$ cat src/rtl/debounce_pkg.sv
// -----------------------------------------------------------------------------
// debounce_pkg
//
// Shared definitions for the debouncer.
//   state_t      : 2-bit stability FSM state encoding. It lives in a package
//                  so that benches and neighbouring blocks can decode it.
//   state_is_high: helper giving the debounced level held in a given state.
//   state_is_maybe: helper saying whether a state is still qualifying a
//                  candidate transition.
// -----------------------------------------------------------------------------
package debounce_pkg;

    typedef enum logic [1:0] {
        S_LOW        = 2'd0,
        S_MAYBE_HIGH = 2'd1,
        S_HIGH       = 2'd2,
        S_MAYBE_LOW  = 2'd3
    } state_t;

    // While qualifying a fall the output still shows the old (high) level,
    // so S_MAYBE_LOW counts as high.
    function automatic logic state_is_high(input state_t s);
        return (s == S_HIGH) || (s == S_MAYBE_LOW);
    endfunction

    function automatic logic state_is_maybe(input state_t s);
        return (s == S_MAYBE_HIGH) || (s == S_MAYBE_LOW);
    endfunction

endpackage

$ cat src/rtl/debouncer_synchronizer.sv
// -----------------------------------------------------------------------------
// synchronizer
//
// Multi-flop shift-chain synchronizer for one asynchronous single-bit input.
// Reusable for any asynchronous input.
//
// Parameters:
//   STAGES : number of flops in the chain (2 or more).
// Ports:
//   clk : clock
//   rst : synchronous active-high reset, clears every flop to 0
//   in  : asynchronous input
//   out : synchronized input (last flop of the chain)
// -----------------------------------------------------------------------------
module synchronizer #(
    parameter int STAGES = 2
) (
    input  logic clk,
    input  logic rst,
    input  logic in,
    output logic out
);

    if (STAGES < 2) begin : g_bad_stages
        $error("synchronizer: STAGES must be 2 or more");
    end

    logic [STAGES-1:0] sync_p;

    always_ff @(posedge clk) begin
        if (rst) begin
            sync_p <= '0;
        end else begin
            sync_p <= {sync_p[STAGES-2:0], in};
        end
    end

    assign out = sync_p[STAGES-1];

endmodule

$ cat src/rtl/debouncer.sv
// -----------------------------------------------------------------------------
// debouncer
//
// Turns one raw, asynchronous, bouncy input into a glitch-free level in the
// clk domain. The input is synchronized, then a four-state stability FSM
// requires the synchronized value to hold for BOUNCE_TICKS more cycles before
// the output follows. Any disagreement during qualification drops back to the
// previous stable state and the count restarts from zero next time.
//
// Parameters:
//   SYNC_STAGES  : synchronizer depth (2 or more)
//   BOUNCE_TICKS : extra cycles the synchronized input must hold (1 or more)
// Ports:
//   clk      : clock
//   rst      : synchronous active-high reset
//   in       : raw asynchronous input
//   out      : debounced level (registered, no combinational path from in)
//   bouncing : high while a candidate transition is being qualified
// -----------------------------------------------------------------------------
module debouncer
    import debounce_pkg::*;
#(
    parameter int SYNC_STAGES  = 2,
    parameter int BOUNCE_TICKS = 4
) (
    input  logic clk,
    input  logic rst,
    input  logic in,
    output logic out,
    output logic bouncing
);

    if (SYNC_STAGES < 2) begin : g_bad_sync
        $error("debouncer: SYNC_STAGES must be 2 or more");
    end
    if (BOUNCE_TICKS < 1) begin : g_bad_ticks
        $error("debouncer: BOUNCE_TICKS must be 1 or more");
    end

    localparam int               CNT_W    = $clog2(BOUNCE_TICKS + 1);
    localparam logic [CNT_W-1:0] CNT_LAST = CNT_W'(BOUNCE_TICKS - 1);
    localparam logic [CNT_W-1:0] CNT_ONE  = CNT_W'(1);

    logic             synced;
    state_t           state;
    state_t           state_nxt;
    logic [CNT_W-1:0] cnt;
    logic [CNT_W-1:0] cnt_nxt;

    // ---- stage 0: input synchronization ----
    synchronizer #(
        .STAGES (SYNC_STAGES)
    ) u_sync (
        .clk (clk),
        .rst (rst),
        .in  (in),
        .out (synced)
    );

    // ---- stage 1: stability FSM and hold counter ----
    always_ff @(posedge clk) begin
        if (rst) begin
            state <= S_LOW;
            cnt   <= '0;
        end else begin
            state <= state_nxt;
            cnt   <= cnt_nxt;
        end
    end

    // cnt only advances while below CNT_LAST, so it can never wrap.
    always_comb begin
        state_nxt = state;
        cnt_nxt   = cnt;
        case (state)
            S_LOW: begin
                if (synced) begin
                    state_nxt = S_MAYBE_HIGH;
                    cnt_nxt   = '0;
                end
            end
            S_MAYBE_HIGH: begin
                if (!synced) begin
                    state_nxt = S_LOW;
                end else if (cnt == CNT_LAST) begin
                    state_nxt = S_HIGH;
                end else begin
                    cnt_nxt = cnt + CNT_ONE;
                end
            end
            S_HIGH: begin
                if (!synced) begin
                    state_nxt = S_MAYBE_LOW;
                    cnt_nxt   = '0;
                end
            end
            S_MAYBE_LOW: begin
                if (synced) begin
                    state_nxt = S_HIGH;
                end else if (cnt == CNT_LAST) begin
                    state_nxt = S_LOW;
                end else begin
                    cnt_nxt = cnt + CNT_ONE;
                end
            end
            default: begin
                state_nxt = S_LOW;
                cnt_nxt   = '0;
            end
        endcase
    end

    // ---- outputs: Moore, decoded from the registered state only ----
    assign out      = state_is_high(state);
    assign bouncing = state_is_maybe(state);

endmodule

$ cat config.mk
export PLATFORM = sky130hd
export DESIGN_NAME = debouncer
export DESIGN_NICKNAME = d
export VERILOG_FILES = /design/src/rtl/debounce_pkg.sv /design/src/rtl/debouncer_synchronizer.sv /design/src/rtl/debouncer.sv
export SDC_FILE = /design/constraint.sdc
export NUM_CORES = 1
export LEC_CHECK = 0
export BUFFER_PORTS_ARGS = -buffer_cell sky130_fd_sc_hd__buf_2
export CAP_MARGIN = 20
export CORE_AREA = 2 2 39 41
export DETAILED_ROUTE_END_ITERATION = 12
export DIE_AREA = 0 0 41 43
export PLACE_DENSITY = 0.45
export SETUP_SLACK_MARGIN = 0.02
export SYNTH_ARGS = -nofsm -noshare
export SYNTH_HDL_FRONTEND = slang
export SYNTH_HIERARCHICAL = 1
export SYNTH_SLANG_ARGS = --single-unit
$ cat constraint.sdc
create_clock -name clk -period 1.65 [get_ports clk]
set_input_delay 0.495 -clock clk [delete_from_list [all_inputs] [get_ports clk]]
set_output_delay 0.495 -clock clk [all_outputs]
set_load 0.1 [all_outputs]
Word-level counts from Yosys, hierarchy flattened:

Cells that the tools add are included.
Widths: inputs -> output; s select.

* bits in registers: 7
* input bits: 3
* output and inout port bits: 2
* word-level logic and storage cells: 32

* add/subtract/negate cells: 1
* eq/ne operators: 10
* multiplexer cells: 13
* reduce and logical (&&, ||, !) cells: 5

Operators by type and width (number)
* $mux 3: 5
* $mux 2: 6
* $pmux 3 s4: 1
* $pmux 2 s4: 1
* $reduce_and 4->1: 2
* $eq 2x2->1 const B: 2
* $ne 2x1->1 const B: 2
* $ne 2x2->1 const B: 2
* $add 3x1->3 const B: 1
* $eq 3x2->1 const B: 1
* $ne 3x2->1 const B: 1
* $ne 3x3->1 const B: 1
* $eq 2x1->1 const B: 1
* $logic_not 2->1: 1
* $logic_or 1x1->1: 2

Logic depth before layout (Yosys ltp):

* word-level depth: 4
* gate-level depth with buffers: 5
* gate-level depth less buffers: 5

Hierarchy:

Netlist, hierarchy kept.

Modules (own cells, without submodules)
* debouncer: instances 1, cells an instance 27, area each 235.2 um^2, seq. area each 100.1 um^2
* synchronizer: instances 1, cells an instance 4, area each 52.6 um^2, seq. area each 40.0 um^2

Worst setup path after synthesis:

No wires, ideal clock.

* path kind: flip-flop to output port
* from: reg (tool-made name)
* to: out out
* arrival time: 1.228 ns
* required time: 1.155 ns
* path slack: -0.073 ns
* stages on the path, launching flop included: 2
* path through: dfxtp_1 > clkbuf_1

RTL lines
* end: declaration: line debouncer.sv:29 `output logic out,`

==> metrics.log <==
[metrics] result of the run: finished, final reports clean
[metrics] total routing resource utilization after global routing: 7.85%
[metrics] worst-case register-to-register setup slack: 0.38 ns
[metrics] pin count of the biggest net entering global routing: 8
[metrics] most frequent cells in the layout: dfxtp_1 (7), a21oi_1 (4)
[metrics] post-cts sizing count: 0
[metrics] CTS Root Cell: clkbuf_4
[metrics] sequential share of the synthesized area: 48.7%
[metrics] Worst Hold Slack: 0.439 ns
[metrics] power per unit of standard cell area: 965 mW/mm2
[metrics] number of buffers on the longest clock path: 2
[metrics] clock input transition at the sequential cells of the worst setup and hold paths: 0.05 ns
[metrics] Routed Wire Length: 514 um
[metrics] kind of start point of the critical path: register
[metrics] I/O pins: 5
[metrics] vias in the first global route: 210
[metrics] Final Total Pwr: 0.349 mW
[metrics] endpoint kind of the worst setup timing path: output port
[metrics] Final Hold Fails: 0
[metrics] Warnings, synthesis: 6
[metrics] Tightest Pin Transition: 0.483 ns
[metrics] global routing met1 resource utilization: 12.0%
[metrics] latest clock arrival within the worst-skew pair: 0.25 ns
[metrics] syn_nets: 36
[metrics] CTS tree: built
[metrics] total of hold buffers inserted after clock tree synthesis: 0
[metrics] Setup violations, final: 0
[metrics] DP Cell Count: 49
[metrics] highest attainable clock frequency: 633 MHz
[metrics] setup repair after global routing missed its margin: false
[metrics] sum of net half-perimeters after detailed placement: 376 um
[metrics] Die Wd: 41 um
[metrics] number of nets in the final layout: 43
[metrics] number of cell rows: 14
[metrics] layout overhead on the synthesized area: 25.7%
[metrics] distinct cell type count of the synthesized netlist: 14
[metrics] WL per Instance: 9.70 um
[metrics] part of the cycle the worst path needs: 95.8%
[metrics] Total Negative Setup Slacks: 0 ns
[metrics] total overflow reported by the global router: 0
[metrics] number of optimization iterations in the first detailed-route pass: 4
[metrics] Final Critical Period: 1.58 ns
[metrics] Post-CTS Repair Setup Buffers: 0
[metrics] routing usage on met3: 1.57%
[metrics] non-filler instance count after layout: 53
[metrics] max-slew violation count: 0
[metrics] kind of critical path: register to output port
[metrics] most utilized layer in the global route result: met1
[metrics] Die Outline Area: 0.00176 mm2
[metrics] Ant. Diodes: 0
[metrics] core area: 0.00138 mm2
[metrics] remaining antenna violation count: 0
[metrics] final core utilization: 26.1%
[metrics] count of vias placed by the detailed router: 241
[metrics] Post-Syn Area: 288 um2
[metrics] antenna violations before repair: 0
[metrics] slowest library cell on the worst path: buf_2
[metrics] leakage power figure: 0.139 nW
[metrics] count of clock tree sinks: 7
[metrics] Mapped Avg Cell Area: 9.28 um2
[metrics] remaining routing DRC violations: 0
[metrics] post-DR vias/cell: 4.55
[metrics] endpoint arrival time on the critical path: 1.09 ns
[metrics] critical-path cell list: buf_2
[metrics] most frequent standard cell in the layout excluding fill and tap cells: dfxtp_1
[metrics] maximum fanout along the worst path: 4
[metrics] Top Family by Delay on Critical Path: buffers and inverters
[metrics] Post-Route Skew: 0.00798 ns
[metrics] Starting Density: 20.8%
[metrics] depth of the CTS H-tree: 1
[metrics] Max-Slew Margin vs Limit: 68.0%
[metrics] I/O Buffers: 4
[metrics] register bit count reported by yosys: 7
[metrics] Crit path largest cell delay: 0.45 ns
[metrics] Num CTS Buffers: 3
[metrics] DRT iter0 DRCs: 1
[metrics] fraction of final layout cells with drive strength greater than 1: 18.9%
[metrics] Worst Path Buf+Inv: 1
[metrics] Die Y-Extent: 43 um
[metrics] global-route wire length before repair: 910 um
[metrics] kind of path behind the tightest hold check: register to register
[metrics] max-capacitance violation count: 0
[metrics] final RePlAce weighted congestion: 0.670
[metrics] Max rail drop VDD: 0.298 mV
[metrics] instance count of the mapped netlist: 31
[metrics] met2 routing resource usage after global routing: 8.13%
[metrics] CP required: 1.15 ns
==> cell usage after synthesis (all sizes together) <==
library cell  number  share of area [%]
clkbuf             2                2.6
ha                 2                8.7
xnor2              1                3.0
and2               1                2.2
nor2b              2                4.3
a21oi              4                7.0
dfxtp              7                 49
nand4b             2                6.1
o21ai              3                5.2
nor3               1                1.7
nand2              3                3.9
xor2               1                3.0
inv                1                1.3
nand4              1                2.2
==> cells by family (layout without fill, tap and decap cells) <==
family | Yosys count | after routing | synth area share [%]
xor+xnor | 2 | 2 | 6.09
fa+ha+maj | 2 | 2 | 8.69
buf+inv | 3 | 9 | 3.91
compound gates | 7 | 7 | 12.2
simple gates | 10 | 10 | 20.4
flops | 7 | 7 | 48.7
==> final timing paths <==
path	from	depth (start not counted)	end
worst max-delay path	register	1	out
worst min-delay path	u_sync/sync_p[0]	1	u_sync/sync_p[1]
worst max register to register	cnt[0]	5	cnt[1]
worst min register to register	u_sync/sync_p[0]	1	u_sync/sync_p[1]
==> power by group <==
part	internal [mW]	leakage [nW]	switching (mW)	total, mW
registers	0.172	0.0569	0.00285	0.175
logic	0.00661	0.0671	0.0103	0.0169
clock network	0.0924	0.0150	0.0645	0.157
total	0.271	0.139	0.0777	0.349
==> cell type report <==
type / instances / area, um2
Clock buffer: 4 / 26.3
Fill cell: 143 / 1020
Inverter: 1 / 3.75
Multi-Input combinational cell: 21 / 136
Sequential cell: 7 / 140
Tap cell: 16 / 20.0
Timing Repair Buffer: 4 / 35.0
==> layer usage <==
layer / routed length [um] / part of all wire, % / vias up
met5: 0 / 0 / -
met2: 216 / 42 / 9
met1: 252 / 49 / 110
met3: 24 / 4.7 / 4
li1: - / - / 118
met4: 20 / 3.9 / 0
==> through the flow <==
step,worst slack (ns),area (um2)
after floorplan,0.322,290
after global placement,0.341,335
after detailed placement,0.331,335
after CTS,0.0597,362
after global routing,0.0231,362
final,0.0692,362
No activity file was read; power rests on OpenSTA's default activity.
